===== config.mk =====
export PLATFORM = sky130hd
export DESIGN_NAME = serial_subtractor
export DESIGN_NICKNAME = d
export VERILOG_FILES = /design/src/rtl/serial_subtractor_pkg.sv /design/src/rtl/serial_subtractor_cells.sv /design/src/rtl/serial_subtractor.sv
export SDC_FILE = /design/constraint.sdc
export NUM_CORES = 1
export LEC_CHECK = 0
export CAP_MARGIN = 10
export CORE_MARGIN = 1
export CORE_UTILIZATION = 51
export DETAILED_ROUTE_END_ITERATION = 6
export PLACE_DENSITY = 0.8
export SETUP_SLACK_MARGIN = 0.5
export SLEW_MARGIN = 20
export SYNTH_ARGS = -nofsm -noshare
export SYNTH_HDL_FRONTEND = slang
export SYNTH_SLANG_ARGS = --single-unit

===== constraint.sdc =====
create_clock -name clk -period 1.7 [get_ports clk]
set_input_delay 0.425 -clock clk [delete_from_list [all_inputs] [get_ports clk]]
set_output_delay 0.425 -clock clk [all_outputs]
set_load 0.01 [all_outputs]

===== src/rtl/serial_subtractor_pkg.sv =====
// Shared definitions for the bit-serial subtractor: FSM state encodings and default width.
package serial_subtractor_pkg;

  localparam int DEFAULT_WIDTH = 8;

  typedef enum logic [1:0] {
    ST_IDLE = 2'd0,
    ST_RUN  = 2'd1,
    ST_DONE = 2'd2
  } state_t;

endpackage


===== src/rtl/serial_subtractor_cells.sv =====
// Combinational subtractor cells: a half subtractor and a full subtractor built from two of them.
module half_subtractor (
  input  logic a,
  input  logic b,
  output logic diff,
  output logic bout
);
  assign diff = a ^ b;
  assign bout = ~a & b;
endmodule

module full_subtractor (
  input  logic a,
  input  logic b,
  input  logic bin,
  output logic diff,
  output logic bout
);
  logic w_d1;
  logic w_b1;
  logic w_b2;

  half_subtractor u_hs0 (
    .a    (a),
    .b    (b),
    .diff (w_d1),
    .bout (w_b1)
  );

  // Second stage subtracts the incoming borrow from the partial difference.
  half_subtractor u_hs1 (
    .a    (w_d1),
    .b    (bin),
    .diff (diff),
    .bout (w_b2)
  );

  assign bout = w_b1 | w_b2;
endmodule


===== src/rtl/serial_subtractor.sv =====
// Bit-serial unsigned subtractor: one full-subtractor cell reused for WIDTH cycles, LSB first,
// framed by a start/busy/done handshake.
module serial_subtractor
  import serial_subtractor_pkg::*;
#(
  parameter int WIDTH = DEFAULT_WIDTH
) (
  input  logic             clk,
  input  logic             rst_n,
  input  logic             start,
  input  logic [WIDTH-1:0] a,
  input  logic [WIDTH-1:0] b,
  output logic             busy,
  output logic             done,
  output logic [WIDTH-1:0] diff,
  output logic             borrow_out
);

  localparam int CW = (WIDTH > 1) ? $clog2(WIDTH) : 1;

  state_t r_state;
  state_t w_state_next;

  logic [WIDTH-1:0] r_a_sr;
  logic [WIDTH-1:0] r_b_sr;
  logic [WIDTH-2:0] r_res_sr;
  logic [WIDTH-1:0] r_diff;
  logic             r_borrow;
  logic             r_borrow_out;
  logic [CW-1:0]    r_cnt;

  logic             w_d;
  logic             w_bo;
  logic             w_last;
  logic [WIDTH-1:0] w_res_next;

  full_subtractor u_fs (
    .a    (r_a_sr[0]),
    .b    (r_b_sr[0]),
    .bin  (r_borrow),
    .diff (w_d),
    .bout (w_bo)
  );

  assign w_last     = (r_cnt == CW'(WIDTH - 1));
  // New bit enters at the MSB; after WIDTH shifts the LSB has reached bit 0.
  assign w_res_next = {w_d, r_res_sr};

  always_comb begin
    w_state_next = r_state;
    case (r_state)
      ST_IDLE: if (start) w_state_next = ST_RUN;
      ST_RUN:  if (w_last) w_state_next = ST_DONE;
      ST_DONE: w_state_next = ST_IDLE;
      default: w_state_next = ST_IDLE;
    endcase
  end

  always_ff @(posedge clk or negedge rst_n) begin
    if (!rst_n) begin
      r_state      <= ST_IDLE;
      r_a_sr       <= '0;
      r_b_sr       <= '0;
      r_res_sr     <= '0;
      r_diff       <= '0;
      r_borrow     <= 1'b0;
      r_borrow_out <= 1'b0;
      r_cnt        <= '0;
    end else begin
      r_state <= w_state_next;
      case (r_state)
        ST_IDLE: begin
          if (start) begin
            r_a_sr   <= a;
            r_b_sr   <= b;
            r_borrow <= 1'b0;
            r_cnt    <= '0;
          end
        end
        ST_RUN: begin
          r_a_sr   <= {1'b0, r_a_sr[WIDTH-1:1]};
          r_b_sr   <= {1'b0, r_b_sr[WIDTH-1:1]};
          r_res_sr <= w_res_next[WIDTH-1:1];
          r_borrow <= w_bo;
          r_cnt    <= r_cnt + 1'b1;
          // Outputs only ever see the completed result.
          if (w_last) begin
            r_diff       <= w_res_next;
            r_borrow_out <= w_bo;
          end
        end
        default: ;
      endcase
    end
  end

  assign busy       = (r_state == ST_RUN);
  assign done       = (r_state == ST_DONE);
  assign diff       = r_diff;
  assign borrow_out = r_borrow_out;

endmodule

Yosys cells after proc, flatten, opt, wreduce, memory -nomap -nowiden
Cells that the tools add are included.
Widths: inputs -> output; s select.
- reductions and logical operators: 5
- add/sub/neg operators: 1
- bitwise gates (word level): 7
- multiplexer cells: 11
- equality and inequality tests: 5
- operators by type and width (cell ; number):
    $pmux 8 s2 ; 2
    $mux 8 ; 2
    $pmux 3 s2 ; 1
    $reduce_and 2->1 ; 3
    $mux 2 ; 2
    $pmux 2 s2 ; 1
    $add 3x1->3 const B ; 1
    $eq 3x3->1 const B ; 1
    $mux 3 ; 1
    $and 1x1->1 ; 2
    $eq 2x1->1 const B ; 1
    $eq 2x2->1 const B ; 1
    $logic_not 2->1 ; 1
    $ne 2x1->1 const B ; 1
    $ne 2x2->1 const B ; 1
    $not 1->1 ; 2
    $pmux 1 s2 ; 1
    $reduce_bool 2->1 ; 1
    $xor 1x1->1 ; 2
    $mux 1 ; 1
    $or 1x1->1 ; 1
- output and inout port bits: 11
- logic and storage cells: 37
- flip-flop bits (word level): 38
- bits of input ports: 19

Logic depth before layout (Yosys ltp)
Gate-level depths: netlist (run 1).
- word-level depth: 5
- depth in mapped cells: 6
- depth with buffers taken out: 5

By module
Synthesis (run 1) repeated with hierarchy kept, for this count alone.
- cells, all modules: 149
- area total of the unflattened synthesis: 1709.1 sq um
- by module, submodules not included (module ; instances ; seq. area each (sq um) ; area each (sq um) ; cells an instance):
    serial_subtractor ; 1 ; 950.9 ; 1662.8 ; 142
    half_subtractor ; 2 ; 0.0 ; 20.0 ; 3
    full_subtractor ; 1 ; 0.0 ; 6.3 ; 1

Least setup slack after synthesis (run 1)
Ideal clock, no wire load.
- path type: flip-flop to flip-flop
- start: reg r_cnt[0]
- end: reg r_diff[1], in the netlist diff[1]
- period minus slack after synthesis: 1.420 ns
- cell stages (with the launch flop): 6
- setup time: 0.125 ns
- path buffers: 1
- data arrival time: 1.295 ns
- path slack: 0.280 ns
- data required time: 1.575 ns
- cells stage by stage: dfrtp_1 -> ha_1 -> ha_1 -> nand3b_4 -> buf_6 -> mux2_4
- word-level cells in the longest chain between the ends: 2
- RTL lines (what ; line ; text):
    start: declaration ; serial_subtractor.sv:30 ; logic [CW-1:0] r_cnt;
    start signal: assignment ; serial_subtractor.sv:85 ; r_cnt <= r_cnt + 1'b1;
    $eq 3x3->1 ; serial_subtractor.sv:45 ; assign w_last = (r_cnt == CW'(WIDTH - 1));
    $reduce_and 2->1 (no source line) ; n/a ;
    end signal: assignment ; serial_subtractor.sv:88 ; r_diff <= w_res_next;
    end: declaration ; serial_subtractor.sv:27 ; logic [WIDTH-1:0] r_diff;
Every way passes these cells.
A chain may end at the register's enable or synchronous reset.

Final worst setup path (run 1)
- start: reg r_state[0]
- end: reg r_b_sr[4]
- word-level cells in the longest chain between the ends: 3
- elaborated cells on any way between the ends: 6
- those cells by class: eq/ne: 2; mux: 1; reduce/logical: 3
- RTL lines (what ; line ; text):
    start: declaration ; serial_subtractor.sv:21 ; state_t r_state;
    start signal: assignment ; serial_subtractor.sv:70 ; r_state <= w_state_next;
    $eq 2x1->1 or $logic_not 2->1 (tied branches) ; serial_subtractor.sv:71 ; case (r_state)
    $reduce_bool 2->1 (no source line) or $ne 2x2->1 (tied branches) ; n/a ;
    $reduce_and 2->1 (no source line) ; n/a ;
    end signal: assignment ; serial_subtractor.sv:82 ; r_b_sr <= {1'b0, r_b_sr[WIDTH-1:1]};
    end: declaration ; serial_subtractor.sv:25 ; logic [WIDTH-1:0] r_b_sr;
Several ways; a longest one is shown, not always the timed one.

==> results of run 1 <==
-- state kept, by name, summed over array words and instances (netlist names) --
name        flops
r_cnt           3
r_borrow        1
r_state         2
r_b_sr          8
borrow_out      1
r_res_sr        7
diff            8
r_a_sr          8
-- layout by cell type, fill, tap and decap left out, drive strengths merged, types with 3 or more instances in the layout --
master and n:
inv 5, a2bb2oi 3, clkbuf 5, buf 46, o22ai 24, mux2 15
dfrtp 38, nand2 4, nor2 3, nand2b 4, o21ai 6, a21oi 11
clkdlybuf4s50 17
-- per-stage QoR --
stage | cell area, µm² | utilization (%)
finish | 2470 | 80.4
global route | 2470 | 80.4
CTS | 2250 | 73.0
detailed placement | 2030 | 66.1
global placement | 2030 | 66.1
floorplan | 1700 | -
-- metal layers --
layer | vias to the layer above | track usage, % | part of all wire (%) | wire length [µm]
met5 | - | 0 | 0 | 0
met4 | 0 | 12.6 | 1.8 | 85
met3 | 16 | 7.21 | 7.6 | 350
met2 | 76 | 44.8 | 52 | 2410
met1 | 692 | 36.1 | 39 | 1790
li1 | 623 | - | - | -
-- power breakdown --
group | switching (W) | internal, W | total (W)
Sequential | 0.000330 | 0.00134 | 0.00167
Clock | 0.000307 | 0.000149 | 0.000456
Combinational | 0.000969 | 0.00136 | 0.00232
-- layout make-up --
type / instances / area (µm²)
Fill cell: 194 / 604
Timing Repair Buffer: 64 / 587
Inverter: 6 / 31.3
Clock buffer: 5 / 37.5
Clock inverter: 2 / 10.0
Multi-Input combinational cell: 81 / 801
Tap cell: 44 / 55.1
Sequential cell: 38 / 952
-- what timing repair did --
action	4_1_cts	5_1_grt
setup endpoints to repair	47	49
resized for setup	72	31
setup buffers	14	14
pin swaps	3	8
gates cloned	2	0
-- logic make-up after synthesis --
group,count (synthesis)
DFF,38
buffers and inverters,15
AOI/OAI and AO/OA,48
muxes,15
and+or+nand+nor,13
adders and majority gates,3
-- worst max-delay path by stage --
stage                                       end  slack [ns]  cells after the start
final                     r_b_sr[4]$_DFFE_PN0P_        0.14                      7
after detailed placement  r_a_sr[7]$_DFFE_PN0P_        0.02                      5
after global placement    r_b_sr[4]$_DFFE_PN0P_        0.06                      3
after floorplan             diff[1]$_DFFE_PN0P_        0.36                      5
after CTS                                  busy        0.14                      4
after global routing                       busy         0.1                      4
==> results.sh, run 1 <==
export IMPL_synthFlopType="dfrtp_1"
export IMPL_synth_cells=132
export IMPL_yosysSeqAreaShare_pct=57.3
export IMPL_die_w_um=59.1
export IMPL_worst_path_max_fanout=7
export IMPL_synth_edf_count=0
export IMPL_crit_path_frequent_cell="nor2_4"
export IMPL_tightest_slew_ns=0.260
export IMPL_grt_pass1_vias=1358
export IMPL_max_stage_delay_ns=0.44
export IMPL_synth_xor_area_share_pct=0
export IMPL_fp_coreArea_um2=3080
export IMPL_stdcell_count=240
export IMPL_grt_remaining_overflow=0
export IMPL_firstDrtPassIters=4
export IMPL_cts_path_max_buffers=2
export IMPL_synth_seq_cells=38
export IMPL_drive_gt1_share_pct=50.5
export IMPL_synthMuxAreaShare_pct=11.8
export IMPL_grt_max_degree=39
export IMPL_routed_wl_um=4630
export IMPL_drc_errors=0
export IMPL_num_io_pins=30
export IMPL_syn_area_per_cell_um2=12.6
export IMPL_synthAdderAreaFrac_pct=2.71
export IMPL_synth_top_family_by_area="compound AO/OA/AOI/OAI gates"
export IMPL_power_total_w=0.00445
export IMPL_synthArstFlopShare_pct=100
export IMPL_synth_warnings=0
export IMPL_synth_most_common_cell="dfrtp_1"
export IMPL_max_cap_viol_count=0
export IMPL_hp_class="in2async"
export IMPL_ff2ff_setup_slack_ns=0.14
export IMPL_rr_startpoint="r_state[0]$_DFFE_PN0P_"
export IMPL_synth_compound_area_share_pct=17.9
export IMPL_synthDistinctLibCells=26
export IMPL_root_buffer="clkbuf_4"
export IMPL_rsz0062_at_grt="yes"
export IMPL_postCtsHoldBufs=0
export IMPL_netlist_area_um2=1660
export IMPL_place_congestion=0.751
export IMPL_cp_top_family="buffers and inverters"
export IMPL_slowest_stage="dfrtp_2"
export IMPL_die_y_um=59.1
export IMPL_die_area_um2=3490
export IMPL_pre_cts_ws_ns=0.0212
export IMPL_worstSetupPathType="reg2reg"
export IMPL_power_leakage_nw=1.12
export IMPL_max_freq_mhz=642
export IMPL_wl_per_cell_um=19.3
export IMPL_fin_crit_sh_pct=91.6
export IMPL_synthTopCellsByArea="dfrtp_1 57%, o22ai_1 9.0%, mux2_4 6.3%"
export IMPL_num_rows=20
export IMPL_clkSlewWorstSetupHoldPaths_ns=0.11
export IMPL_fin_ws_ns=0.143
export IMPL_vias=1407
export IMPL_routed_via_density=5.86
export IMPL_yosys_area_top_type="dfrtp_1"
export IMPL_tns_ns=0
export IMPL_fin_crit_ns=1.56
export IMPL_syn_nets=154
export IMPL_layout_nets=218
export IMPL_hpwl_um=2290
export IMPL_drt_iter0_markers=72
export IMPL_slew_violations=0
export IMPL_clk_latency_ns=0.35
export IMPL_htreeDepth=2
export IMPL_grt_pass1_wl_um=6830
export IMPL_synth_common_cells="38 x dfrtp_1, 24 x o22ai_1, 11 x a21oi_1"
export IMPL_start_util_pct=53.9
export IMPL_dpl_cell_count=203
export IMPL_cp_start_kind="flip-flop"
export IMPL_finalSetupViolCount=0
export IMPL_worstRegToRegCells=7
export IMPL_max_slew_margin_pct=82.7
export IMPL_timing_rr_end="r_b_sr[4]$_DFFE_PN0P_"
export IMPL_area_growth_pct=49.0
export IMPL_cp_startpoint="r_state[0]$_DFFE_PN0P_"
export IMPL_io_buffers=29
export IMPL_antenna_found_initial=0
export IMPL_synth_simple_gate_area_share_pct=5.50
export IMPL_grt_usage_pct=28.0
export IMPL_status="complete, no violations"
export IMPL_finClkSkew_ns=0.00888
export IMPL_p_per_area_nw_per_um2=1800
export IMPL_critical_path_buf_inv_count=4
export IMPL_cts_buffers=5
export IMPL_synth_top_area_share_pct=57.3
export IMPL_diodes=0
export IMPL_finalHoldViolCount=0
export IMPL_end_kind="flip-flop"
export IMPL_drtAntennaViolNets=0
export IMPL_peakVddDrop_uv=1260
export IMPL_hold_ws_ns=0.427
export IMPL_worstPathRequired_ns=1.95
export IMPL_cts_sinks=38
export IMPL_crit_arrival_ns=1.81
export IMPL_crit_path_cell_trace="buf_6 -> buf_4 -> buf_12 -> buf_8 -> nor2_4 -> nor2_4 -> o221a_2"
export IMPL_cts_tree="built"
Note: power is estimated with default switching activity, not from simulation.
==> run 2: changes to the inputs <==
--- a/config.mk
+++ b/config.mk
@@ -8,6 +8,7 @@
 export CAP_MARGIN = 10
 export CORE_MARGIN = 1
 export CORE_UTILIZATION = 51
+export CTS_CLUSTER_DIAMETER = 60
 export DETAILED_ROUTE_END_ITERATION = 6
 export PLACE_DENSITY = 0.8
 export SETUP_SLACK_MARGIN = 0.5
==> results of run 2 <==
Same layout as run 1: the final DEF is identical, and so are final timing and power.
==> run 3: changes to the inputs <==
--- a/config.mk
+++ b/config.mk
@@ -5,6 +5,7 @@
 export SDC_FILE = /design/constraint.sdc
 export NUM_CORES = 1
 export LEC_CHECK = 0
+export ABC_CLOCK_PERIOD_IN_PS = 1500
 export CAP_MARGIN = 10
 export CORE_MARGIN = 1
 export CORE_UTILIZATION = 51
==> constraint.sdc (replaced) <==
create_clock -name clk -period 1.5 [get_ports clk]
set_input_delay 0.375 -clock clk [delete_from_list [all_inputs] [get_ports clk]]
set_output_delay 0.375 -clock clk [all_outputs]
set_load 0.01 [all_outputs]
==> run 3 against run 2 <==
Sequential power increased by 13%. Non-clock buffer count shrank 4. Critical endpoint is now busy. Worst setup slack worse by 0.14 ns. Global-route usage shrank 3.3 points. Cell count decreased by 1.7%. Clock-buffer cell count increased by 2. Die area is the same. Wire length down 9.6%. Sequential share of layout area up 0.19 points. Worst hold slack lost 0.048 ns. Sequential cell count unchanged. Largest power group unchanged.
==> results.sh, run 3 (synthesis results as in run 1) <==
export IMPL_status="complete, no violations"
export IMPL_max_slew_margin_pct=86.2
export IMPL_grt_pass1_wl_um=6210
export IMPL_die_w_um=59.1
export IMPL_max_stage_delay_ns=0.45
export IMPL_grt_usage_pct=24.7
export IMPL_clkSlewWorstSetupHoldPaths_ns=0.12
export IMPL_p_clk_share_pct=11.2
export IMPL_hp_class="in2async"
export IMPL_io_buffers=29
export IMPL_drt_iter0_markers=78
export IMPL_place_congestion=0.741
export IMPL_worst_path_max_fanout=3
export IMPL_cts_sinks=38
export IMPL_power_leakage_nw=1.12
export IMPL_cts_path_max_buffers=2
export IMPL_intPower_w=0.00335
export IMPL_cts_buffers=5
export IMPL_p_per_area_nw_per_um2=2090
export IMPL_tightest_slew_ns=0.208
export IMPL_crit_arrival_ns=1.12
export IMPL_firstDrtPassIters=4
export IMPL_vias=1334
export IMPL_power_total_w=0.00515
export IMPL_hold_ws_ns=0.379
export IMPL_finClkSkew_ns=0.00844
export IMPL_diodes=0
export IMPL_p_comb_share_pct=52.0
export IMPL_max_cap_viol_count=0
export IMPL_slew_violations=0
export IMPL_crit_path_cell_trace="nand2b_4 -> inv_4 -> buf_6"
export IMPL_clk_latency_ns=0.36
export IMPL_drc_errors=0
export IMPL_most_common_layout_cells="36 x dfrtp_1, 19 x buf_4, 18 x o22ai_1"
export IMPL_area_growth_pct=48.5
export IMPL_drtAntennaViolNets=0
export IMPL_max_freq_mhz=670
export IMPL_fillers=191
export IMPL_die_area_um2=3490
export IMPL_multi_input_area_um2=820
export IMPL_hpwl_um=2340
export IMPL_regArea_um2=953
export IMPL_end_kind="output port"
export IMPL_rsz0062_at_grt="yes"
export IMPL_routed_wl_um=4190
export IMPL_layout_nets=213
export IMPL_grt_max_degree=39
export IMPL_wl_per_cell_um=17.8
export IMPL_worstSetupPathType="reg2out"
export IMPL_slowest_stage="dfrtp_1"
export IMPL_drive_gt1_share_pct=50.5
export IMPL_cts_tree="built"
export IMPL_cp_start_kind="flip-flop"
export IMPL_num_io_pins=30
export IMPL_root_buffer="clkbuf_4"
export IMPL_antenna_found_initial=0
export IMPL_fin_crit_sh_pct=99.5
export IMPL_finalSetupViolCount=0
export IMPL_fin_crit_ns=1.49
export IMPL_htreeDepth=2
export IMPL_rr_startpoint="r_state[0]$_DFFE_PN0P_"
export IMPL_fp_coreArea_um2=3080
export IMPL_p_switching_w=0.00179
export IMPL_grt_pass1_vias=1300
export IMPL_start_util_pct=53.9
export IMPL_grt_remaining_overflow=0
export IMPL_routed_via_density=5.65
export IMPL_num_rows=20
export IMPL_pwr_share_seq_pct=36.8
export IMPL_timing_rr_end="r_b_sr[4]$_DFFE_PN0P_"
export IMPL_swShare_pct=34.8
export IMPL_finalHoldViolCount=0
export IMPL_peakVddDrop_uv=1240
export IMPL_ff2ff_setup_slack_ns=0.06
export IMPL_die_y_um=59.1
export IMPL_worstPathRequired_ns=1.12
export IMPL_layout_commonest_cell="dfrtp_1"
export IMPL_worstRegToRegCells=4
run 3: cell types whose count changed in the layout (fill, tap and decap cells not counted), sizes merged:
cell,change
clkinv,-1
buf,-4
dlygate4sd2,+1
clkdlybuf4s15,-1
clkbuf,+2
nand2b,-1
run 3: area by class of cell:
type,instances,share of cell area [%]
well taps,44,2.23
clock buffers,7,2.23
inverters,6,1.27
repair buffers,60,22.1
clock inverters,1,0.203
multi-input cells,80,33.2
flip-flops and latches,38,38.7
run 3: worst max-delay path, delay by kind of cell (launching register included):
kind	cells	cell delay, ns
flip-flops	1	0.45
AND/OR/NAND/NOR	1	0.18
buffers and inverters	2	0.14
run 3: per-stage QoR:
step           setup slack [ns]  TNS (ns)  cells  cell area, µm²  util (%)
3_5_place_dp            -0.0874    -0.960    204            2080      67.4
6_report                0.00723         0    236            2460      80.1
4_1_cts                  0.0142         0    227            2310      74.9
2_1_floorplan             0.164         0    132            1750         -
3_3_place_gp            -0.0411   -0.0918    204            2080      67.4
5_1_grt                 -0.0266   -0.0501    236            2460      80.1
run 3: timing repair:
action,4_1_cts,5_1_grt
gates cloned,1,1
gates resized for setup,70,29
pin swaps,3,4
hold buffers,0,0
setup buffers,14,8
endpoints found under the setup margin,49,49
run 3: power groups by stage:
stage          clock, W  sequential, W  combinational [W]
6_report       0.000574        0.00189            0.00268
5_1_grt        0.000619        0.00194            0.00287
4_1_cts        0.000569        0.00186            0.00223
3_5_place_dp          0        0.00189            0.00191
3_3_place_gp          0        0.00184            0.00181
2_1_floorplan         0        0.00184            0.00137
run 3: worst max-delay path by stage:
stage / start / to / slack (ns) / cells past startpoint
after floorplan: r_cnt[0]$_DFFE_PN0P_ / diff[1]$_DFFE_PN0P_ / 0.16 / 5
after global placement: start / r_b_sr[4]$_DFFE_PN0P_ / -0.04 / 3
after detailed placement: start / r_b_sr[4]$_DFFE_PN0P_ / -0.09 / 3
after CTS: r_state[0]$_DFFE_PN0P_ / done / 0.01 / 3
after global routing: r_state[1]$_DFFE_PN0P_ / busy / -0.03 / 3
final: r_state[1]$_DFFE_PN0P_ / busy / 0.007 / 3
run 3: metal layers:
layer	share of wire, %	vias to the layer above	track usage [%]
li1	-	606	-
met1	41	661	32.5
met2	51	54	39.9
met3	5.3	13	7.21
met4	2.1	0	7.14
met5	0	-	0
